[src/rtl/sorted_pkg.sv]
`default_nettype none
// ============================================================================
//  Module   : sorted_pkg
//  Purpose  : Shared sizing constants and state encoding for the sorted-array
//             writer and the binary-search reader.
//  Contents : DEPTH, WIDTH, AW (address width), CW (count width), state_t.
//  Revision : 1.0  initial release
// ============================================================================
package sorted_pkg;

  localparam int DEPTH = 32;
  localparam int WIDTH = 8;
  localparam int AW    = $clog2(DEPTH);
  // Count must represent 0..DEPTH inclusive, hence one extra bit.
  localparam int CW    = AW + 1;

  typedef enum logic [1:0] {
    IDLE  = 2'd0,
    SCAN  = 2'd1,
    SHIFT = 2'd2,
    DONE  = 2'd3
  } state_t;

endpackage
`default_nettype wire

[src/rtl/hex_to_7seg.sv]
`default_nettype none
// ============================================================================
//  Module   : hex_to_7seg
//  Purpose  : Hexadecimal digit to active-low seven-segment pattern.
//  Ports    : hex_i [3:0]  digit to show
//             seg_o [6:0]  segments {g,f,e,d,c,b,a}, 0 = lit
//  Revision : 1.0  initial release
// ============================================================================
module hex_to_7seg (
  input  logic [3:0] hex_i,
  output logic [6:0] seg_o
);

  always_comb begin
    seg_o = 7'b1111111;
    case (hex_i)
      4'h0: seg_o = 7'b1000000;
      4'h1: seg_o = 7'b1111001;
      4'h2: seg_o = 7'b0100100;
      4'h3: seg_o = 7'b0110000;
      4'h4: seg_o = 7'b0011001;
      4'h5: seg_o = 7'b0010010;
      4'h6: seg_o = 7'b0000010;
      4'h7: seg_o = 7'b1111000;
      4'h8: seg_o = 7'b0000000;
      4'h9: seg_o = 7'b0010000;
      4'hA: seg_o = 7'b0001000;
      4'hB: seg_o = 7'b0000011;
      4'hC: seg_o = 7'b1000110;
      4'hD: seg_o = 7'b0100001;
      4'hE: seg_o = 7'b0000110;
      4'hF: seg_o = 7'b0001110;
      default: seg_o = 7'b1111111;
    endcase
  end

endmodule
`default_nettype wire

[src/rtl/sorted_ram.sv]
`default_nettype none
// ============================================================================
//  Module   : sorted_ram
//  Purpose  : DEPTH x WIDTH register array with one synchronous write port,
//             two asynchronous read ports and a synchronous clear.
//  Ports    : clk, reset            clock / sync active-high clear
//             we_i, waddr_i, wdata_i write port
//             raddr_a_i, rdata_a_o  datapath read port (scan / shift)
//             raddr_b_i, rdata_b_o  searcher read port
//  Revision : 1.0  initial release
// ============================================================================
module sorted_ram
  import sorted_pkg::*;
#(
  parameter int DEPTH = sorted_pkg::DEPTH,
  parameter int WIDTH = sorted_pkg::WIDTH
) (
  input  logic                     clk,
  input  logic                     reset,
  input  logic                     we_i,
  input  logic [$clog2(DEPTH)-1:0] waddr_i,
  input  logic [WIDTH-1:0]         wdata_i,
  input  logic [$clog2(DEPTH)-1:0] raddr_a_i,
  output logic [WIDTH-1:0]         rdata_a_o,
  input  logic [$clog2(DEPTH)-1:0] raddr_b_i,
  output logic [WIDTH-1:0]         rdata_b_o
);

  logic [WIDTH-1:0] mem_q [DEPTH];

  always_ff @(posedge clk) begin
    if (reset) begin
      for (int i = 0; i < DEPTH; i++) begin
        mem_q[i] <= '0;
      end
    end else if (we_i) begin
      mem_q[waddr_i] <= wdata_i;
    end
  end

  assign rdata_a_o = mem_q[raddr_a_i];
  assign rdata_b_o = mem_q[raddr_b_i];

endmodule
`default_nettype wire

[src/rtl/sorted_ram_writer.sv]
`default_nettype none
// ============================================================================
//  Module   : sorted_ram_writer
//  Purpose  : Inserts values one at a time into an ascending-ordered array
//             (linear scan for position, then one-entry-per-cycle shift up).
//  Ports    : clk, reset     clock / sync active-high reset
//             start, A       insert request (level) and value
//             rd_addr/rd_data searcher read port (valid while busy=0)
//             count          valid entries 0..DEPTH
//             busy, done     SCAN|SHIFT, DONE
//             full           last request rejected (array full)
//             hx0, hx1       active-low hex of insert position (low/high)
//  Revision : 1.0  initial release
// ============================================================================
module sorted_ram_writer
  import sorted_pkg::*;
#(
  parameter int DEPTH = sorted_pkg::DEPTH,
  parameter int WIDTH = sorted_pkg::WIDTH
) (
  input  logic                     clk,
  input  logic                     reset,
  input  logic                     start,
  input  logic [WIDTH-1:0]         A,
  input  logic [$clog2(DEPTH)-1:0] rd_addr,
  output logic [WIDTH-1:0]         rd_data,
  output logic [$clog2(DEPTH):0]   count,
  output logic                     busy,
  output logic                     done,
  output logic                     full,
  output logic [6:0]               hx0,
  output logic [6:0]               hx1
);

  localparam int LAW = $clog2(DEPTH);
  localparam int LCW = LAW + 1;

  state_t           state_q, state_d;
  logic [WIDTH-1:0] val_q,   val_d;
  logic [LCW-1:0]   idx_q,   idx_d;
  logic [LCW-1:0]   j_q,     j_d;
  logic [LAW-1:0]   pos_q,   pos_d;
  logic [LCW-1:0]   count_q, count_d;
  logic             full_q,  full_d;

  logic             mem_we;
  logic [LAW-1:0]   mem_waddr;
  logic [WIDTH-1:0] mem_wdata;
  logic [LAW-1:0]   mem_raddr;
  logic [WIDTH-1:0] mem_rdata;
  logic [LCW-1:0]   j_minus1;

  assign j_minus1 = j_q - LCW'(1);

  sorted_ram #(
    .DEPTH (DEPTH),
    .WIDTH (WIDTH)
  ) u_ram (
    .clk       (clk),
    .reset     (reset),
    .we_i      (mem_we),
    .waddr_i   (mem_waddr),
    .wdata_i   (mem_wdata),
    .raddr_a_i (mem_raddr),
    .rdata_a_o (mem_rdata),
    .raddr_b_i (rd_addr),
    .rdata_b_o (rd_data)
  );

  always_ff @(posedge clk) begin
    if (reset) begin
      state_q <= IDLE;
      val_q   <= '0;
      idx_q   <= '0;
      j_q     <= '0;
      pos_q   <= '0;
      count_q <= '0;
      full_q  <= 1'b0;
    end else begin
      state_q <= state_d;
      val_q   <= val_d;
      idx_q   <= idx_d;
      j_q     <= j_d;
      pos_q   <= pos_d;
      count_q <= count_d;
      full_q  <= full_d;
    end
  end

  always_comb begin
    state_d   = state_q;
    val_d     = val_q;
    idx_d     = idx_q;
    j_d       = j_q;
    pos_d     = pos_q;
    count_d   = count_q;
    full_d    = full_q;
    mem_we    = 1'b0;
    mem_waddr = j_q[LAW-1:0];
    mem_wdata = mem_rdata;
    mem_raddr = idx_q[LAW-1:0];

    case (state_q)
      IDLE: begin
        if (start) begin
          if (count_q < LCW'(DEPTH)) begin
            val_d   = A;
            idx_d   = '0;
            full_d  = 1'b0;
            state_d = SCAN;
          end else begin
            full_d  = 1'b1;
            state_d = DONE;
          end
        end
      end

      SCAN: begin
        mem_raddr = idx_q[LAW-1:0];
        // Strict '>' keeps a duplicate after the existing equal entries.
        if ((idx_q == count_q) || (mem_rdata > val_q)) begin
          pos_d   = idx_q[LAW-1:0];
          j_d     = count_q;
          state_d = SHIFT;
        end else begin
          idx_d = idx_q + LCW'(1);
        end
      end

      SHIFT: begin
        // j never exceeds DEPTH-1 here since count < DEPTH was checked.
        mem_raddr = j_minus1[LAW-1:0];
        if (j_q > {1'b0, pos_q}) begin
          mem_we    = 1'b1;
          mem_waddr = j_q[LAW-1:0];
          mem_wdata = mem_rdata;
          j_d       = j_minus1;
        end else begin
          mem_we    = 1'b1;
          mem_waddr = pos_q;
          mem_wdata = val_q;
          count_d   = count_q + LCW'(1);
          state_d   = DONE;
        end
      end

      DONE: begin
        if (!start) begin
          state_d = IDLE;
        end
      end

      default: begin
        state_d = IDLE;
      end
    endcase
  end

  assign count = count_q;
  assign busy  = (state_q == SCAN) || (state_q == SHIFT);
  assign done  = (state_q == DONE);
  assign full  = full_q;

  // Display: low nibble of pos, and the bit(s) above it collapsed to 0/1.
  logic       show_pos;
  logic [3:0] hex_lo;
  logic [3:0] hex_hi;
  logic [6:0] seg_lo;
  logic [6:0] seg_hi;

  assign show_pos = done && !full_q;
  assign hex_lo   = pos_q[3:0];
  assign hex_hi   = {3'b000, |(pos_q >> 4)};

  hex_to_7seg u_hex0 (
    .hex_i (hex_lo),
    .seg_o (seg_lo)
  );

  hex_to_7seg u_hex1 (
    .hex_i (hex_hi),
    .seg_o (seg_hi)
  );

  assign hx0 = show_pos ? seg_lo : 7'b1111111;
  assign hx1 = show_pos ? seg_hi : 7'b1111111;

endmodule
`default_nettype wire

[config.mk]
export PLATFORM = sky130hd
export DESIGN_NAME = sorted_ram_writer
export DESIGN_NICKNAME = d
export VERILOG_FILES = /design/src/rtl/sorted_pkg.sv /design/src/rtl/hex_to_7seg.sv /design/src/rtl/sorted_ram.sv /design/src/rtl/sorted_ram_writer.sv
export SDC_FILE = /design/constraint.sdc
export NUM_CORES = 1
export LEC_CHECK = 0
export BUFFER_PORTS_ARGS = -buffer_cell sky130_fd_sc_hd__buf_2
export CAP_MARGIN = 10
export CORE_ASPECT_RATIO = 0.6
export CORE_MARGIN = 8
export CORE_UTILIZATION = 31
export DETAILED_ROUTE_END_ITERATION = 7
export PLACE_DENSITY = 0.56
export SYNTH_ARGS = -nofsm -noshare
export SYNTH_HDL_FRONTEND = slang
export SYNTH_SLANG_ARGS = --single-unit
[constraint.sdc]
create_clock -name clk -period 6.8 [get_ports clk]
set_input_delay 1.36 -clock clk [delete_from_list [all_inputs] [get_ports clk]]
set_output_delay 1.36 -clock clk [all_outputs]
set_load 0.005 [all_outputs]
==> results of run 1 <==
==> power by group <==
group / internal, mW / total [mW] / switching [mW] / leakage [nW]
registers: 2.08 / 2.18 / 0.105 / 2.98
logic: 1.17 / 4.10 / 2.93 / 3.05
clock network: 1.00 / 1.77 / 0.769 / 0.482
==> flip-flops by register name (all words and copies together) (netlist names) <==
signal / count
count: 6
pos_q: 5
u_ram.mem_q: 256
u_hex1.seg_o: 1
state_q: 2
u_hex0.seg_o: 7
val_q: 8
full: 1
idx_q: 6
j_q: 6
==> worst reg2reg max path, delay by kind of cell (launching register included) <==
| family | cells | cell delay (ns) |
|---|---|---|
| muxes | 3 | 1.52 |
| xor gates and xnor gates | 1 | 0.17 |
| buffers and inverters | 3 | 0.57 |
| DFF | 1 | 0.61 |
| AOI/OAI and AO/OA | 7 | 1.68 |
| and+or+nand+nor | 5 | 0.81 |
| adders and majority gates | 3 | 0.80 |
==> final cells by class <==
type	instances	share of cell area
inverter	24	0.004650
multi-input combinational	1026	0.4247
timing repair buffer	82	0.02867
clock buffer	34	0.03952
clock inverter	22	0.01324
tap	759	0.04902
sequential	298	0.4402
==> layout by cell type (no fill, tap or decap), types with 13 or more instances in the layout <==
master     instances
a211o_1           21
a211oi_1          61
a211oi_2          20
a21oi_1           38
a22oi_1           19
buf_2             44
buf_4             34
clkbuf_16         30
dfxtp_1           42
edfxtp_1         256
ha_1              26
inv_1             21
mux2i_1           13
mux4_2           110
nand2_1          113
nand2b_1          55
nand3_1           23
nor2_1           248
nor3_1            22
nor3_2            19
o211ai_1          27
o21ai_0           24
o22ai_1           19
or3_1             22
xor2_1            16
==> cells by family after synthesis <==
group / after synthesis / synth area share
buffers and inverters: 148 / 0.04104
and+or+nand+nor: 542 / 0.1477
xor gates and xnor gates: 17 / 0.008568
adders and majority gates: 26 / 0.01872
other: 1 / 0.0002158
muxes: 136 / 0.1593
DFF: 298 / 0.4908
AOI/OAI and AO/OA: 304 / 0.1337
==> per-stage QoR <==
step	setup slack, ns	cell area [µm²]
5_1_grt	0.1005	19370
3_5_place_dp	0.5129	18340
3_3_place_gp	0.5410	18340
2_1_floorplan	1.381	17380
6_report	0.5062	19370
4_1_cts	0.4650	19360
==> synth_stat cells (all sizes together) (23+ instances only) <==
library cell,n,area [µm²]
a211oi,81,708.2
a21oi,41,224.0
buf,83,469.2
clkbuf,41,153.9
dfxtp,42,840.8
edfxtp,256,7687
ha,26,325.3
inv,24,90.09
mux4,110,2477
nand2,114,435.4
nand2b,56,352.8
nand3,23,115.1
nor2,250,953.4
nor3,41,300.3
o211ai,28,215.2
o21ai,33,176.4
==> layer usage <==
layer	routed length [µm]	vias up
met1	25900	6702
met5	27	-
met4	1076	4
met2	23500	894
met3	7845	90
li1	-	5641
==> worst max-delay path by stage <==
stage / to / depth (start not counted) / from / slack (ns)
6_report: u_hex0.seg_o[6]$_DFF_P_ / 22 / j_q[0]$_SDFFE_PP0P_ / 0.51
5_1_grt: u_hex0.seg_o[1]$_DFF_P_ / 21 / j_q[0]$_SDFFE_PP0P_ / 0.10
3_5_place_dp: u_hex0.seg_o[1]$_DFF_P_ / 21 / j_q[0]$_SDFFE_PP0P_ / 0.51
3_3_place_gp: u_hex0.seg_o[1]$_DFF_P_ / 21 / j_q[0]$_SDFFE_PP0P_ / 0.54
4_1_cts: u_hex0.seg_o[1]$_DFF_P_ / 21 / j_q[0]$_SDFFE_PP0P_ / 0.47
2_1_floorplan: u_hex0.seg_o[1]$_DFF_P_ / 24 / j_q[0]$_SDFFE_PP0P_ / 1.38
==> metrics.txt, run 1 <==
outcome finished clean; Critical Path Sink Type flip-flop; Die Y roughly 200 µm; Buffers on Ports 45; initial antenna violation count 3; R2R setup slack about 0.51 ns; vias in the first global route approximately 12000; layout overhead on the synthesized area 11.50%; routability cong. 0.8879; core footprint 55580 µm²; Max Slew Vio Count 0; sequential area share after synthesis 0.4908; insertion delay to the later sink of the worst-skew pair roughly 0.60 ns; via count ~13000; largest net degree at the start of global routing roughly 110; DP Wirelength 41430 µm; clk_skew 0.02217 ns; clk slew on worst S/H paths ~0.070 ns; Starting Density 0.3126; Worst slew margin 0.1769; worst hold slack 0.4682 ns; global-route wire length before repair around 86000 µm; hold crit path type flip-flop to flip-flop; register area between 8000 and 9000 µm²; CP required 7.26 ns; Finish-stage setup viols 0; Worst-Margin Slew between 1 and 1.5 ns; clk sink count slightly below 300; RSZ-0062 raised after global routing no; die area approximately 64000 µm²; CP arrival slightly below 7 ns; hold path endpoint val_q[5]$_SDFFE_PP0P_; chip width about 320 µm; Overflow after GRT 0; DRC Markers 0; Post-Syn Instances 1472; R2R Path End u_hex0.seg_o[6]$_DFF_P_; row count 67; H-tree level count 1; nets between 1500 and 2000; CP max stage delay approximately 0.87 ns; Hold Violations, Final 0; Tot GR Track Use 0.1782; fin crit share 0.9256; met2 GRT Util 0.2466; Reg2Reg Depth 22; Resize count post-CTS 0; Hold Path Stages 2; PD cells 415.6 nW/µm²; # diodes 0; setup TNS after final layout 0 ns; layout cells sized above 1 0.2180; io pins 47; Max Cap Viol 0; Max FO, Critical Path 38; crit start category flip-flop; Setup Buffers After CTS 0; post-DR wirelength/cell 25.99 µm; area of the multi-input gates approximately 8200 µm²; FMAX between 0.15 and 0.2 GHz; Worst IR Drop VDD 0.3137 mV; Power Total roughly 8.1 mW; final WL 58360 µm; M3 GR Usage 0.05693; detail-routed via count per cell between 5 and 6; root buffer cell clkbuf_16; Synth warnings 0; EDFF count, synth around 260; Crit path max-delay family compound AO/OA/AOI/OAI gates; Syn Nets ~1500; global route hottest layer met1; post-route ant nets 0; Mapped Area 17380 µm²; grt met1 use 0.2690; Crit path buffers/inverters 3; leak pwr approximately 6.5 nW; synthesized area per cell around 12 µm²; Synth cell types 80; critical-path cell list inv_1, ha_1, xor2_1, mux2_2, mux4_2, a22oi_1, nand2_1, nand2_1, o21ai_0, ha_1, nand4_1, o21a_1, a32o_1, a21oi_2, buf_4, nand2_1, a21oi_1, inv_1, ha_1, or2_2, mux2i_1, o22ai_1; CP Class flip-flop to flip-flop; TritonRoute pass-1 iters 5; Placed Cells around 2200; async set-reset flop share out of synthesis 0; hold wc startpoint val_q[5]$_SDFFE_PP0P_; Primary FF master, synth edfxtp_1; Layout Cells excl Fill 2245; drt initial violations around 2100; fin util 0.3486; fillcell total between 5000 and 6000; Final Critical Period roughly 6.3 ns; CTS tree built; r2r startpoint j_q[0]$_SDFFE_PP0P_; CTS buffer count 30; Crit-path slowest cell mux2_2; Seq cells post-synth between 200 and 300; Longest Clk Path Bufs 3; hold_buf cts 0
No activity file was read; power rests on OpenSTA's default activity.
==> run 2, diff against run 1 <==
--- a/config.mk
+++ b/config.mk
@@ -11,7 +11,8 @@
 export CORE_MARGIN = 8
 export CORE_UTILIZATION = 31
 export DETAILED_ROUTE_END_ITERATION = 7
-export PLACE_DENSITY = 0.56
+export PLACE_DENSITY_LB_ADDON = 0.08
+export REMOVE_ABC_BUFFERS = 1
 export SYNTH_ARGS = -nofsm -noshare
 export SYNTH_HDL_FRONTEND = slang
 export SYNTH_SLANG_ARGS = --single-unit
==> metrics.txt, run 2 (synthesis gave the netlist of run 1 again) <==
FMAX roughly 0.16 GHz; die area between 60000 and 70000 µm²; global-route wire length before repair approximately 94000 µm; layout overhead on the synthesized area 13.34%; Longest Clk Path Bufs 3; row count 67; Critical Path Sink Type flip-flop; final WL around 66000 µm; CP required roughly 7.2 ns; Worst slew margin 0.1932; Die Y 199.4 µm; Setup Buffers After CTS 0; initial antenna violation count 5; CP arrival about 6.6 ns; hold crit path type flip-flop to flip-flop; Resize count post-CTS 0; io pins 47; Hold Violations, Final 0; H-tree level count 2; drt initial violations 1420; Finish-stage setup viols 0; clk sink count between 200 and 300; chip width between 300 and 400 µm; post-route ant nets 0; r2r startpoint state_q[0]$_SDFFE_PP0P_; CP Class flip-flop to flip-flop; commonest non-fill, non-tap cell in the layout edfxtp_1; fillcell total between 5000 and 6000; insertion delay to the later sink of the worst-skew pair 0.54 ns; Worst-Margin Slew 1.205 ns; Int Pwr approximately 4.4 mW; DRC Markers 0; critical-path cell list inv_1, ha_1, buf_4, nand2b_2, nand2_4, buf_12, mux4_2, mux2i_1, o21ai_0, mux2_2, ha_1, nand4_1, nand2b_1, a21oi_1, a21o_1, nand2_1, a21oi_1, inv_1, ha_1, inv_1, a221o_1, a32o_1; Clk pwr share 0.220; placed cell area roughly 19000 µm²; hold_buf cts 0; root buffer cell clkbuf_16; Switching Fraction 0.4777; Final Critical Period just over 6 ns; RSZ-0062 raised after global routing no; detail-routed via count per cell between 5 and 6; # diodes 0; Reg2Reg Depth 22; post-route cell area 19690 µm²; routability cong. roughly 0.87; Layout Cells excl Fill 2273; pre-CTS setup slack 0.7730 ns; leak pwr about 6.7 nW; Hold Path Stages 2; fin crit share 0.9008; setup TNS after final layout 0 ns; CTS buffer count 34; TritonRoute pass-1 iters 5; Max Slew Vio Count 0; outcome finished clean; Buffers on Ports 45; Placed Cells ~2200; DP Wirelength 48540 µm; Worst IR Drop VDD between 0.3 and 0.4 mV; CP max stage delay between 0.5 and 0.6 ns; Tot GR Track Use 0.2027; core footprint about 56000 µm²; Crit path max-delay family compound AO/OA/AOI/OAI gates; vias in the first global route ~12000; clk_skew 0.01732 ns; Max Cap Viol 0; Crit path buffers/inverters 5; Crit-path slowest cell mux4_2; layout cells sized above 1 0.2285; clk slew on worst S/H paths 0.06 ns; Reg with most FFs u_ram.mem_q; Logic pwr share 0.522; nets between 1500 and 2000; Final WS setup slightly below 0.7 ns; hold path endpoint val_q[5]$_SDFFE_PP0P_; max reg flops about 260; crit start category flip-flop; Reg power frac 0.258; PD cells 427.3 nW/µm²; hold wc startpoint val_q[5]$_SDFFE_PP0P_; Psw 4.020 mW; most frequent cells in the layout edfxtp_1, nor2_1, nand2_1, mux4_2, a211oi_1; largest net degree at the start of global routing 40; R2R Path End u_hex0.seg_o[1]$_DFF_P_; Max FO, Critical Path 28; post-DR wirelength/cell around 29 µm; CTS tree built; Overflow after GRT 0; Starting Density 0.3126; via count between 10000 and 15000; R2R setup slack a little under 0.7 ns
run 2: worst max-delay path by stage:
| stage | start | end | slack (ns) | cells after the start |
|---|---|---|---|---|
| 2_1_floorplan | state_q[0]$_SDFFE_PP0P_ | u_hex0.seg_o[1]$_DFF_P_ | -0.40 | 20 |
| 3_3_place_gp | state_q[0]$_SDFFE_PP0P_ | u_hex0.seg_o[1]$_DFF_P_ | 0.86 | 25 |
| 3_5_place_dp | state_q[0]$_SDFFE_PP0P_ | u_hex0.seg_o[1]$_DFF_P_ | 0.77 | 22 |
| 4_1_cts | state_q[0]$_SDFFE_PP0P_ | u_hex0.seg_o[6]$_DFF_P_ | 0.76 | 25 |
| 5_1_grt | state_q[0]$_SDFFE_PP0P_ | u_hex0.seg_o[1]$_DFF_P_ | 0.22 | 24 |
| 6_report | state_q[0]$_SDFFE_PP0P_ | u_hex0.seg_o[1]$_DFF_P_ | 0.67 | 22 |
run 2: power by group through the flow:
stage / clock network (mW) / logic (mW) / registers [mW]
after floorplan: 0 / 2.36 / 2.17
after global placement: 0 / 4.34 / 2.21
after detailed placement: 0 / 4.32 / 2.21
after CTS: 1.88 / 4.34 / 2.17
after global routing: 1.95 / 4.66 / 2.18
final: 1.85 / 4.39 / 2.17
run 2: final cells by class:
class	instances	area (µm²)	area share
Clock inverter	16	150.1	0.007624
Timing Repair Buffer	105	793.3	0.04028
Multi-Input combinational cell	1026	8259	0.4194
Inverter	24	90.09	0.004574
Clock buffer	45	923.4	0.04689
Sequential cell	298	8528	0.4330
Tap cell	759	949.7	0.04822
run 2: routing by layer:
layer | share of wire | global-route usage
met1 | 0.50 | 0.3179
met2 | 0.38 | 0.2619
met3 | 0.11 | 0.06998
met4 | 0.018 | 0.03882
met5 | 0 | 0
run 2: metrics by stage:
| stage | power, mW | utilization | hold WS, ns |
|---|---|---|---|
| floorplan | 4.530 | - | 0.4303 |
| detailed placement | 6.530 | 0.3350 | 0.4566 |
| global route | 8.781 | 0.3543 | 0.4914 |
| finish | 8.414 | 0.3543 | 0.4601 |
| global placement | 6.544 | 0.3350 | 0.4563 |
| CTS | 8.385 | 0.3543 | 0.4685 |
run 2: worst register-to-register path, delay by kind of cell, from the launching register on:
kind | cells | cell delay (ns)
multiplexers | 3 | 1.17
flip-flops | 1 | 0.38
adder cells (fa/ha/maj) | 3 | 1.00
AO/OA/AOI/OAI | 6 | 1.59
AND/OR/NAND/NOR | 5 | 1.02
buffers and inverters | 5 | 0.86
